**src/rtl/powlib_busreg_resp.sv**
```systemverilog
// Write-bus sink: decodes an address window onto a register bank and returns the
// pre-write value of each in-window write on a one-deep response register.
module powlib_busreg_resp #(
  parameter int              B_AW   = 4,
  parameter int              B_DW   = 32,
  parameter int              B_BASE = 0,
  parameter int              B_SIZE = 4,
  parameter int              EW     = 8,
  parameter logic [B_DW-1:0] RV     = '0
) (
  input  logic                   clk,
  input  logic                   rst,
  input  logic [B_DW-1:0]        wrdata,
  input  logic [B_AW-1:0]        wraddr,
  input  logic                   wrvld,
  output logic                   wrrdy,
  output logic [B_DW-1:0]        rspdata,
  output logic [B_AW-1:0]        rspaddr,
  output logic                   rspvld,
  input  logic                   rsprdy,
  output logic [B_SIZE*B_DW-1:0] regs,
  output logic [B_SIZE-1:0]      wrstb,
  output logic [EW-1:0]          errcnt
);

  typedef enum logic {ST_EMPTY, ST_FULL} rsp_state_e;

  // One extra bit so a window ending exactly at 2**B_AW never wraps onto address 0.
  localparam logic [B_AW:0] LP_BASE = (B_AW+1)'(B_BASE);
  localparam logic [B_AW:0] LP_END  = (B_AW+1)'(B_BASE + B_SIZE);

  rsp_state_e              r_state;
  rsp_state_e              w_state_nxt;
  logic [B_DW-1:0]         r_regs [B_SIZE];
  logic [B_DW-1:0]         r_rspdata;
  logic [B_AW-1:0]         r_rspaddr;
  logic [B_SIZE-1:0]       r_wrstb;
  logic [EW-1:0]           r_errcnt;

  logic [B_AW:0]           w_addr_ext;
  logic [B_AW-1:0]         w_idx;
  logic                    w_hit;
  logic                    w_acc;
  logic                    w_acc_hit;
  logic                    w_acc_miss;
  logic [B_SIZE-1:0]       w_sel;
  logic [B_DW-1:0]         w_old;

  assign w_addr_ext = {1'b0, wraddr};
  assign w_hit      = (w_addr_ext >= LP_BASE) && (w_addr_ext < LP_END);
  assign w_idx      = wraddr - B_AW'(B_BASE);

  assign wrrdy      = rst && ((r_state == ST_EMPTY) || rsprdy);
  assign w_acc      = wrvld && wrrdy;
  assign w_acc_hit  = w_acc && w_hit;
  assign w_acc_miss = w_acc && !w_hit;

  // NOTE: every always_comb output gets a default first so no path leaves it unassigned (no latch).
  always_comb begin
    w_sel = '0;
    w_old = '0;
    for (int i = 0; i < B_SIZE; i++) begin
      if (w_hit && (w_idx == B_AW'(i))) begin
        w_sel[i] = 1'b1;
        w_old    = r_regs[i];
      end
    end
  end

  always_comb begin
    w_state_nxt = r_state;
    case (r_state)
      ST_EMPTY: if (w_acc_hit) w_state_nxt = ST_FULL;
      ST_FULL:  if (rsprdy && !w_acc_hit) w_state_nxt = ST_EMPTY;
      default:  w_state_nxt = ST_EMPTY;
    endcase
  end

  // NOTE: the register bank is architecturally visible, so unlike a RAM it is reset, to RV.
  always_ff @(posedge clk or negedge rst) begin
    if (!rst) begin
      r_state   <= ST_EMPTY;
      r_rspdata <= '0;
      r_rspaddr <= '0;
      r_wrstb   <= '0;
      r_errcnt  <= '0;
      for (int i = 0; i < B_SIZE; i++) r_regs[i] <= RV;
    end else begin
      r_state <= w_state_nxt;
      r_wrstb <= w_acc ? w_sel : '0;
      if (w_acc_hit) begin
        r_rspdata <= w_old;
        r_rspaddr <= wraddr;
      end
      for (int i = 0; i < B_SIZE; i++) begin
        if (w_acc && w_sel[i]) r_regs[i] <= wrdata;
      end
      if (w_acc_miss && (r_errcnt != '1)) r_errcnt <= r_errcnt + 1'b1;
    end
  end

  always_comb begin
    regs = '0;
    for (int i = 0; i < B_SIZE; i++) regs[i*B_DW +: B_DW] = r_regs[i];
  end

  assign rspvld  = (r_state == ST_FULL);
  assign rspdata = r_rspdata;
  assign rspaddr = r_rspaddr;
  assign wrstb   = r_wrstb;
  assign errcnt  = r_errcnt;

endmodule

```
**config.mk**
```make
export PLATFORM = sky130hd
export DESIGN_NAME = powlib_busreg_resp
export DESIGN_NICKNAME = d
export VERILOG_FILES = /design/src/rtl/powlib_busreg_resp.sv
export SDC_FILE = /design/constraint.sdc
export NUM_CORES = 1
export LEC_CHECK = 0
export CAP_MARGIN = 20
export CORE_ASPECT_RATIO = 0.7
export CORE_MARGIN = 2
export CORE_UTILIZATION = 35
export CTS_BUF_LIST = sky130_fd_sc_hd__clkbuf_4 sky130_fd_sc_hd__clkbuf_8
export DETAILED_ROUTE_END_ITERATION = 10
export MAX_ROUTING_LAYER = met4
export PLACE_DENSITY_LB_ADDON = 0.12
export SYNTH_ARGS = -nofsm -noshare
export SYNTH_HDL_FRONTEND = slang
export SYNTH_SLANG_ARGS = --single-unit
```
**constraint.sdc**
```tcl
create_clock -name clk -period 1.89 [get_ports clk]
set_clock_uncertainty 0.2 [all_clocks]
set_input_delay 0.4725 -clock clk [delete_from_list [all_inputs] [get_ports clk]]
set_output_delay 0.4725 -clock clk [all_outputs]
set_load 0.03 [all_outputs]
```
==> impl_metrics.ini <==
[critical_path]
r2r_start = rspvld$_DFF_PN0_
end_kind = flop
worstPathMaxFanout = 8
critPathRequiredTime_ns = 2.02
cp.arrival_ns = 2.28
cp-start-kind = input pin
path_class = input pin to flop
crit_start = wrvld

[power]
peakVddDrop_mv = 0.575
p_leak_nw = 5.50
power.density_mw_per_mm2 = 1070

[placed_design]
portBuffers = 217
dp_hpwl_mm = 15.4
pre_cts_ws_ns = -0.822
routabilityCongestion = 0.804
dp_cells = 1025

[die]
core_area_mm2 = 0.0215
fp.dieArea_mm2 = 0.0229
start_util_pct = 35.3
fp.dieH_um = 127
die_x_um = 180
ios = 218
row_count = 45

[yosys]
synth_edf_count = 0
syn-num-nets = 555
netlist.area_leader.share_pct = 58.3
synth_seq_area_share_pct = 58.3
async_reset_ff_share_pct = 100
synth_flop_cell = dfrtp_1
synth_area_mm2 = 0.00759
ys_types = 36
syn_area_per_cell_um2 = 14.8
ys_warn_count = 0
synthCells = 514
synth_area_leaders = dfrtp_1 58%, mux2_2 16%, mux2i_1 6.1%
post-synth-top-area-cell = dfrtp_1
ys_ff_latch = 177

[final_layout]
fin_nets = 847
synthToLayoutAreaGrowth_pct = 54.7
filler_cell_count = 1830
final_common_cell = dfrtp_1
mostFrequentLayoutCells = 175 x dfrtp_1, 105 x buf_2, 104 x mux2_4
drive_above_1_share_pct = 59.3
fin_cells = 1102
finalCoreUtilization_pct = 54.6
multiInputGateArea_mm2 = 0.00359
register_area_mm2 = 0.00443

[grt]
antenna_found_initial = 1
met3_usage_pct = 5.39
busiest_layer = met2
grt_pass1_vias = 6066
grt_use_total_pct = 22.3
grt_max_degree = 114
met1_usage_pct = 32.3
met2_usage_pct = 32.5
grt_pass1_wl_mm = 37.7
grt_remaining_overflow = 0

[routing]
vias = 5667
dr.pass1.iters = 4
remaining_drc_errors = 0
drtAntennaViolNets = 0
drt-total-wl_mm = 24.6
dr.first_iter.drc_count = 302
wl_per_cell_um = 22.4
vias_per_cell = 5.14

[flow_run]
cap_violations = 0

[hold_path]
hold_path.class = input pin to async pin

[clock_network]
numCtsBuffers = 17
clockBufferDepth = 2
htree_levels = 4
clk_latency_ns = 0.46
cts_tree = yes
numClockSinks = 177
path_clk_slew_ns = 0.09
clock-root-buffer = clkbuf_8

[sta]
hold_viol = 0
setup-tns-final_ns = -23.20
setup_viol_count_final = 143
max_freq_mhz = 465
tightest_slew_ns = 0.723
slew_viol_final = 0
slew_headroom_pct = 51.8
period_share_pct = 114
layout_setup_ws_ns = -0.260
fin_crit_ns = 2.15
rsz0062_at_grt = true
hold-worst-slack_ns = 0.0380

[outcome]
status = finished with violations
failed_checks = setup timing
==> path summary, 6_finish.rpt <==
check | to | slack (ns) | depth (start not counted)
max in group asynchronous | errcnt[2]$_DFFE_PN0P_ | 0.77 | 3
hold / removal | regs[1]$_DFFE_PN0P_ | 0.04 | 3
min in group clk | rspaddr[1]$_DFFE_PN0P_ | 0.28 | 4
setup / recovery | regs[35]$_DFFE_PN0P_ | -0.26 | 8
hold reg to reg | rspaddr[0]$_DFFE_PN0P_ | 0.29 | 2
setup reg to reg | regs[35]$_DFFE_PN0P_ | -0.24 | 8
==> per-stage QoR <==
step	total power, mW	instance area, µm²
after floorplan	7.67	7920
after global placement	9.81	10700
after detailed placement	9.89	10700
after CTS	12.8	12200
after global routing	13.2	11800
final	12.6	11800
==> layout make-up <==
class | instances | area share [%]
flip-flops and latches | 177 | 37.7
diodes | 1 | 0.0213
multi-input cells | 300 | 30.5
clock buffers | 19 | 2.17
clock inverters | 13 | 1.67
well taps | 282 | 3.00
inverters | 1 | 0.0319
repair buffers | 309 | 24.9
==> metal layers <==
metal,part of all wire (%),vias to the layer above
li1,-,2481
met1,49,2992
met2,45,185
met3,5.4,9
met4,0.63,0
met5,0,-
==> registers in the layout, summed over array words and instances, names as in the netlist <==
signal	cells
regs	128
rspdata	32
errcnt	8
rspaddr	4
wrstb	4
rspvld	1
==> worst max-delay path: stages <==
cell             delay (ns)
clkdlybuf4s50_1        0.50
nand4_1                0.19
buf_4                  0.20
nor3b_4                0.21
buf_12                 0.15
buf_12                 0.11
buf_12                 0.14
mux2_4                 0.30
==> cells by family after synthesis <==
group,Yosys count,synth area share (%)
AO/OA/AOI/OAI,52,5.32
XOR/XNOR,4,0.461
adder cells (fa/ha/maj),1,0.165
buffers and inverters,37,2.59
flip-flops,177,58.3
multiplexers,194,29.2
AND/OR/NAND/NOR,49,3.95
==> power breakdown <==
| part | switching (mW) | internal [mW] | leakage, nW |
|---|---|---|---|
| clock network | 1.48 | 1.52 | 0.222 |
| logic | 2.50 | 1.86 | 3.02 |
| registers | 0.689 | 4.53 | 2.26 |
==> Yosys cell counts (all sizes together), types with 2 or more instances <==
| master | count |
|---|---|
| a31oi | 2 |
| and2 | 12 |
| nand2 | 13 |
| mux4 | 8 |
| o21a | 22 |
| o221ai | 22 |
| nand4 | 3 |
| clkbuf | 13 |
| mux2i | 46 |
| nand3 | 4 |
| nor2b | 2 |
| buf | 23 |
| xnor2 | 3 |
| or3 | 2 |
| nor3b | 2 |
| o21ai | 2 |
| nor4 | 2 |
| nor2 | 3 |
| mux2 | 140 |
| dfrtp | 177 |
| a21oi | 3 |
| and3 | 2 |
==> repair_timing <==
action / CTS / global route
gates resized for setup: 634 / 234
pin swaps: 6 / 5
endpoints found under the hold margin: 8 / 0
setup buffers: 30 / 14
gates cloned: 10 / 2
hold buffers: 1 / 0
setup endpoints to repair: 336 / 264
Note: power is estimated with default switching activity, not from simulation.
